===== config.mk =====
export PLATFORM = sky130hd
export DESIGN_NAME = dmem_lsu_ctrl
export DESIGN_NICKNAME = d
export VERILOG_FILES = /design/src/rtl/lsu_pkg.sv /design/src/rtl/lsu_lane.sv /design/src/rtl/dmem_lsu_ctrl.sv
export SDC_FILE = /design/constraint.sdc
export NUM_CORES = 1
export LEC_CHECK = 0
export CAP_MARGIN = 30
export CORE_MARGIN = 2
export CORE_UTILIZATION = 45
export CTS_CLUSTER_DIAMETER = 60
export DETAILED_ROUTE_END_ITERATION = 8
export PLACE_DENSITY = 0.87
export SLEW_MARGIN = 15
export SYNTH_ARGS = -nofsm -noshare
export SYNTH_HDL_FRONTEND = slang
export SYNTH_SLANG_ARGS = --single-unit

===== constraint.sdc =====
create_clock -name i_clk -period 2.57 [get_ports i_clk]
set_input_delay 0.6425 -clock i_clk [delete_from_list [all_inputs] [get_ports i_clk]]
set_output_delay 0.6425 -clock i_clk [all_outputs]
set_load 0.01 [all_outputs]

===== src/rtl/lsu_pkg.sv =====
// Shared definitions for the dmem_lsu_ctrl load/store unit: FSM state encoding, funct3
// access codes and the byte-lane extract/merge helpers.
package lsu_pkg;

   localparam int unsigned XLEN = 32;

   typedef enum logic [1:0] {
      IDLE  = 2'd0,
      READ  = 2'd1,
      WRITE = 2'd2,
      DONE  = 2'd3
   } lsu_state_e;

   localparam logic [2:0] F3_B  = 3'b000;
   localparam logic [2:0] F3_H  = 3'b001;
   localparam logic [2:0] F3_W  = 3'b010;
   localparam logic [2:0] F3_BU = 3'b100;
   localparam logic [2:0] F3_HU = 3'b101;

   // Reserved funct3 codes fall through to word handling everywhere below.
   function automatic logic is_sub_word(input logic [2:0] funct3);
      return (funct3 == F3_B) || (funct3 == F3_BU) || (funct3 == F3_H) || (funct3 == F3_HU);
   endfunction

   function automatic logic is_misaligned(input logic [2:0] funct3, input logic [1:0] off);
      logic mis;
      case (funct3)
         F3_B, F3_BU: mis = 1'b0;
         F3_H, F3_HU: mis = off[0];
         default:     mis = (off != 2'b00);
      endcase
      return mis;
   endfunction

   function automatic logic [XLEN-1:0] lane_extract(input logic [XLEN-1:0] word,
                                                    input logic [2:0]      funct3,
                                                    input logic [1:0]      off);
      logic [7:0]      b;
      logic [15:0]     h;
      logic [XLEN-1:0] res;
      b = word[{off, 3'b000} +: 8];
      h = off[1] ? word[31:16] : word[15:0];
      case (funct3)
         F3_B:    res = {{24{b[7]}}, b};
         F3_BU:   res = {24'h0, b};
         F3_H:    res = {{16{h[15]}}, h};
         F3_HU:   res = {16'h0, h};
         default: res = word;
      endcase
      return res;
   endfunction

   function automatic logic [XLEN-1:0] lane_merge(input logic [XLEN-1:0] word,
                                                  input logic [2:0]      funct3,
                                                  input logic [1:0]      off,
                                                  input logic [XLEN-1:0] wd);
      logic [XLEN-1:0] res;
      res = word;
      case (funct3)
         F3_B, F3_BU: res[{off, 3'b000} +: 8] = wd[7:0];
         F3_H, F3_HU: begin
            if (off[1]) res[31:16] = wd[15:0];
            else        res[15:0]  = wd[15:0];
         end
         default:     res = wd;
      endcase
      return res;
   endfunction

endpackage


===== src/rtl/lsu_lane.sv =====
// Combinational byte-lane unit: load extraction with sign/zero extension and the
// sub-word store merge into a previously read word.
module lsu_lane
   import lsu_pkg::*;
(
   input  logic [XLEN-1:0] i_word,
   input  logic [2:0]      i_funct3,
   input  logic [1:0]      i_off,
   input  logic [XLEN-1:0] i_wd,
   output logic [XLEN-1:0] o_load,
   output logic [XLEN-1:0] o_merge
);

   always_comb begin
      o_load  = lane_extract(i_word, i_funct3, i_off);
      o_merge = lane_merge(i_word, i_funct3, i_off, i_wd);
   end

endmodule


===== src/rtl/dmem_lsu_ctrl.sv =====
// Load/store sequencer for the word-wide data memory port; sub-word stores are done as
// read-modify-write. Define DMEM_LSU_MISALIGN_TRAP_EN to flag and skip misaligned accesses.
module dmem_lsu_ctrl
   import lsu_pkg::*;
#(
   parameter int unsigned WORD_SIZE  = 32,
   parameter int unsigned ADDR_WIDTH = 32
) (
   input  logic                  i_clk,
   input  logic                  i_rst_n,
   input  logic                  i_Req,
   input  logic                  i_We,
   input  logic [2:0]            i_Funct3,
   input  logic [ADDR_WIDTH-1:0] i_Addr,
   input  logic [WORD_SIZE-1:0]  i_Wd,
   output logic                  o_Ack,
   output logic [WORD_SIZE-1:0]  o_Rd,
   output logic                  o_Busy,
   output logic                  o_Misalign,
   output logic [ADDR_WIDTH-1:0] o_Mem_Addr,
   output logic [WORD_SIZE-1:0]  o_Mem_Wd,
   output logic                  o_Mem_Wen,
   output logic                  o_Mem_Ren,
   input  logic [WORD_SIZE-1:0]  i_Mem_Rd
);

   lsu_state_e state_q, state_d;

   logic [ADDR_WIDTH-1:0] addr_q;
   logic [2:0]            funct3_q;
   logic                  we_q;
   logic [WORD_SIZE-1:0]  merge_q;
   logic [WORD_SIZE-1:0]  rd_q;
   logic                  mis_now;
   logic [WORD_SIZE-1:0]  lane_load;
   logic [WORD_SIZE-1:0]  lane_merged;
   logic                  accept;

   assign accept = (state_q == IDLE) && i_Req;

   lsu_lane u_lane (
      .i_word   (i_Mem_Rd),
      .i_funct3 (funct3_q),
      .i_off    (addr_q[1:0]),
      .i_wd     (merge_q),
      .o_load   (lane_load),
      .o_merge  (lane_merged)
   );

`ifdef DMEM_LSU_MISALIGN_TRAP_EN
   logic mis_q;

   assign mis_now = is_misaligned(i_Funct3, i_Addr[1:0]);

   always_ff @(posedge i_clk or negedge i_rst_n) begin
      if (!i_rst_n) begin
         mis_q <= 1'b0;
      end else if (accept) begin
         mis_q <= mis_now;
      end
   end

   assign o_Misalign = (state_q == DONE) && mis_q;
`else
   assign mis_now    = 1'b0;
   assign o_Misalign = 1'b0;
`endif

   always_ff @(posedge i_clk or negedge i_rst_n) begin
      if (!i_rst_n) begin
         state_q <= IDLE;
      end else begin
         state_q <= state_d;
      end
   end

   always_comb begin
      state_d = state_q;
      unique case (state_q)
         IDLE: begin
            if (i_Req) begin
               if (mis_now)                            state_d = DONE;
               else if (i_We && !is_sub_word(i_Funct3)) state_d = WRITE;
               else                                    state_d = READ;
            end
         end
         READ:    state_d = we_q ? WRITE : DONE;
         WRITE:   state_d = DONE;
         DONE:    state_d = IDLE;
         default: state_d = IDLE;
      endcase
   end

   // merge_q first holds the raw store data, then the merged word once READ completes.
   // rd_q only changes on the edge entering DONE, so it is stable everywhere else.
   always_ff @(posedge i_clk or negedge i_rst_n) begin
      if (!i_rst_n) begin
         addr_q   <= '0;
         funct3_q <= '0;
         we_q     <= 1'b0;
         merge_q  <= '0;
         rd_q     <= '0;
      end else begin
         unique case (state_q)
            IDLE: begin
               if (i_Req) begin
                  addr_q   <= i_Addr;
                  funct3_q <= i_Funct3;
                  we_q     <= i_We;
                  merge_q  <= i_Wd;
                  if (mis_now) rd_q <= '0;
               end
            end
            READ: begin
               if (we_q) merge_q <= lane_merged;
               else      rd_q    <= lane_load;
            end
            WRITE:   rd_q <= '0;
            default: ;
         endcase
      end
   end

   always_comb begin
      o_Mem_Ren = 1'b0;
      o_Mem_Wen = 1'b0;
      o_Ack     = 1'b0;
      o_Busy    = (state_q != IDLE);
      unique case (state_q)
         READ:    o_Mem_Ren = 1'b1;
         WRITE:   o_Mem_Wen = 1'b1;
         DONE:    o_Ack     = 1'b1;
         default: ;
      endcase
   end

   assign o_Mem_Addr = {2'b00, addr_q[ADDR_WIDTH-1:2]};
   assign o_Mem_Wd   = merge_q;
   assign o_Rd       = rd_q;

endmodule


==> out/summary.md <==
CTS placed an instance of sky130_fd_sc_hd__clkbuf_16 at the clock tree root. In this run the worst hold path is classified as primary input to asynchronous set/reset pin. The maximum fanout along the worst path is 16, and the final setup violation count is 0.

The cell family contributing the most delay on the critical path is simple AND/OR/NAND/NOR gates. The tools report the synthesized instance count as 506. For the number of max-slew violations in the final report, the log shows 0. Traced cell by cell, the critical path runs through clkdlybuf4s50_1 -> mux2_2 -> mux2i_1 -> nor4b_4 -> a221o_1. After clock tree synthesis, the setup repair step added 0 buffers. The most common cell after layout, fill and taps aside is sky130_fd_sc_hd__clkdlybuf4s50_1. The final layout contains routed wiring with a total length of 17.3 mm.

The internal power of the cells was 6.23 mW. The wire length of the first global-routing pass came out at 26.5 mm. The synthesized area per cell was 10.9 µm²; the antenna violation net count after detailed routing was 0. In the final routed layout, each cell accounts on average for 21.1 µm. Overall power consumption after layout is estimated at 10.3 mW. The share of final-layout standard cells stronger than drive strength 1 was 0.120.

The fraction of power consumed by the clock network was 0.143; the overall global routing resource usage was 0.264. Clock-pin slew was measured on the worst setup and hold paths at 0.07 ns. The combinational power share is 0.557, and the total number of vias is 4924. For the count of synthesis-stage warnings from yosys, the log shows 0.

In this run, post-CTS hold repair placed 0 buffers. The largest net degree at the start of global routing was 57; the total count of hold-check failures in the final report was 0. The final clock period utilization by the worst path is 0.964, and the clock latency on the worst-skew pair is 0.36 ns. After detailed routing, the number of remaining DRC violations is 0. The flow ran to the end, and the final reports show no timing, DRC or antenna violations.

Power spread over the standard cell area amounts to 1330 nW/µm². The slowest stage of the critical path belongs to the cell sky130_fd_sc_hd__nor4b_4. At the worst endpoint, the arrival time is 2.76 ns. In the layout the commonest cells are 199 x sky130_fd_sc_hd__clkdlybuf4s50_1, 102 x sky130_fd_sc_hd__dfrtp_1, 38 x sky130_fd_sc_hd__mux2_2. For the TritonCTS sink count, the log shows 102. The kind of end point of the critical path is a register.

At the pin with the least slew margin, the transition time is 1.01 ns. The tools report the number of buffers created by CTS as 9. In the synthesized netlist the dominant register cell turns out to be sky130_fd_sc_hd__dfrtp_1. 0 antenna diodes ended up in the layout. The die covers 13100 µm².

Horizontal die dimension: 115 µm. The starting utilization of the core area is 0.460. The number of iterations in the first detailed-routing pass is 5, and the fraction of registers with async set/reset is 1.00.

Final cell area excluding filler cells: 7770 µm². The critical path is of the primary input to register type. The buffer and inverter count on the worst path is 1. Relative max-transition margin: 0.323. The tool flagged a number of max-cap violations equal to 0.

STA classifies the critical path startpoint as a primary input. The cell area that synthesis handed to floorplanning was 5500 µm². The area growth from synthesis to final layout is 41.3%.

The largest stage delay on the critical path is 0.86 ns, and the number of placement rows is 40. Summed over all nets, the switching power comes to 4.08 mW. In this run the deepest clock path goes through 2 buffers.

For the CTS H-tree depth, the log shows 3. The total overflow left after global routing is 0. The switching fraction of total power was 0.396; the required time of the worst setup path was 2.85 ns. The number of antenna violations at the first check in global routing came out at 0.

The number of input and output port buffers inserted works out to 200. After the first detailed-routing iteration, the DRC count stood at 552. The met2 track utilization from global routing came out at 0.438. The global-route met1 utilization was 0.332.

The core region is 12000 µm². The flip-flop and latch count after synthesis was 102; the distinct cell type count of the synthesized netlist was 40. The via count of the first global-routing pass is 4961. The analysis attributes to cell leakage a power of 3.24 nW. The tightest hold path in the finished design has a slack of 0.168 ns. Floorplan die height: 115 µm. The final critical-path required period was 2.48 ns. Setup repair after global routing left no endpoint under its margin. Post-CTS repair changed the size of 0 cells. The logs give 0.404 GHz for the maximum achievable frequency and 0.926 for the global placer's final weighted congestion.

The via count normalized by instance count was 6.00; the sequential group share of total power was 0.300. TritonCTS built the clock tree. The number of nets in the layout is 782. 204 I/O pins were placed. The tools report the global routing met3 resource utilization as 0.0614. Counting flops with a built-in enable in the synthesized netlist gives 0. The worst vdd rail ir drop is 0.667 mV, and the setup clock skew after layout is 0.00764 ns.

In this run the cell area measured after placement is 7450 µm². The proportion of synthesized chip area in sequential cells was 0.464. The global routing stage identified its most utilized layer as met2.

The estimated wirelength of the detail-placed design was 13.1 mm.
routing by layer:
metal  up-vias  wire, µm  part of all wire
li1       2185         -                 -
met1      2417      6670              0.38
met2       281      8580              0.50
met3        41      1500             0.087
met4         0       570             0.033
met5         -         0                 0
worst reg2reg max path, delay by kind of cell, from the launching register on:
family	cells	cell delay, ns
DFF	1	0.41
buffers and inverters	2	0.23
and+or+nand+nor	2	1.26
adders and majority gates	1	0.26
AOI/OAI and AO/OA	1	0.25
cell usage after synthesis, types with 2 or more instances:
cell                       instances  area [µm²]
sky130_fd_sc_hd__dfrtp_1         102        2550
sky130_fd_sc_hd__a21oi_1          38         190
sky130_fd_sc_hd__mux2_2           38         428
sky130_fd_sc_hd__buf_4            36         270
sky130_fd_sc_hd__nor2_1           35         131
sky130_fd_sc_hd__a221o_1          32         320
sky130_fd_sc_hd__clkbuf_1         22        82.6
sky130_fd_sc_hd__mux2i_1          20         200
sky130_fd_sc_hd__nand2_1          20        75.1
sky130_fd_sc_hd__a22oi_1          16         120
sky130_fd_sc_hd__o31ai_1          16         120
sky130_fd_sc_hd__nand2b_1         11        68.8
sky130_fd_sc_hd__ha_1             10         125
sky130_fd_sc_hd__o21ai_0          10        50.1
sky130_fd_sc_hd__a22o_1            9        78.8
sky130_fd_sc_hd__a221oi_1          8        70.1
sky130_fd_sc_hd__a32o_1            8        80.1
sky130_fd_sc_hd__and2_1            8        50.1
sky130_fd_sc_hd__buf_2             8        40.0
sky130_fd_sc_hd__mux2_1            8        90.1
sky130_fd_sc_hd__o21ai_1           8        40.0
sky130_fd_sc_hd__a211oi_1          7        52.6
sky130_fd_sc_hd__nor3b_1           7        52.6
sky130_fd_sc_hd__inv_1             6        22.5
sky130_fd_sc_hd__nor2b_1           3        18.8
sky130_fd_sc_hd__nor4bb_1          3        30.0
sky130_fd_sc_hd__buf_1             2        7.51
sky130_fd_sc_hd__inv_2             2        7.51
sky130_fd_sc_hd__nand3b_1          2        15.0
state kept, by name, indices dropped and copies added, names as in the netlist:
register and cells:
state_q 2, we_q 1, addr_q 32, funct3_q 3, o_Mem_Wd 32, o_Rd 32
worst paths after layout:
kind                                        start                        to  slack, ns  cells after the start
max                                  i_Mem_Rd[31]      o_Rd[23]$_DFFE_PN0P_       0.09                      5
min                                       i_rst_n  o_Mem_Wd[22]$_DFFE_PN0P_       0.17                      1
max reg2reg                state_q[1]$_DFFE_PN0N_      o_Rd[23]$_DFFE_PN0P_       0.10                      6
min reg2reg                   o_Rd[9]$_DFFE_PN0P_       o_Rd[9]$_DFFE_PN0P_       0.49                      1
max in group asynchronous                 i_rst_n     addr_q[2]$_DFFE_PN0P_       1.75                      2
min in group i_clk            o_Rd[9]$_DFFE_PN0P_       o_Rd[9]$_DFFE_PN0P_       0.49                      1
power groups by stage:
stage,logic [mW],registers (mW),clock network [mW]
2_1_floorplan,3.42,3.08,0
3_3_place_gp,5.44,3.05,0
3_5_place_dp,5.66,3.10,0
4_1_cts,5.71,3.08,1.50
5_1_grt,6.16,3.18,1.55
6_report,5.74,3.09,1.48
final cells by class:
type | instances | area [µm²]
clock buffer | 10 | 239
timing repair buffer | 218 | 2140
fill | 934 | 4190
inverter | 9 | 33.8
sequential | 102 | 2550
multi-input combinational | 329 | 2530
tap | 147 | 184
clock inverter | 6 | 85.1
per-stage QoR:
stage          std cells  utilization  TNS, ns  setup slack [ns]
4_1_cts              821        0.650        0            0.0925
3_3_place_gp         804        0.622   -0.624           -0.0404
6_report             821        0.650        0            0.0931
2_1_floorplan        508            -        0             0.530
5_1_grt              821        0.650        0            0.0181
3_5_place_dp         805        0.623    -2.16            -0.163
kinds of logic after synthesis:
kind of cell,Yosys count,synth area share
compound gates,154,0.207
flops,102,0.464
simple gates,95,0.0921
buf+inv,77,0.0789
mux,67,0.135
fa+ha+maj,10,0.0227
other cells,1,0.000682
Power figures use the tool's default switching activity.
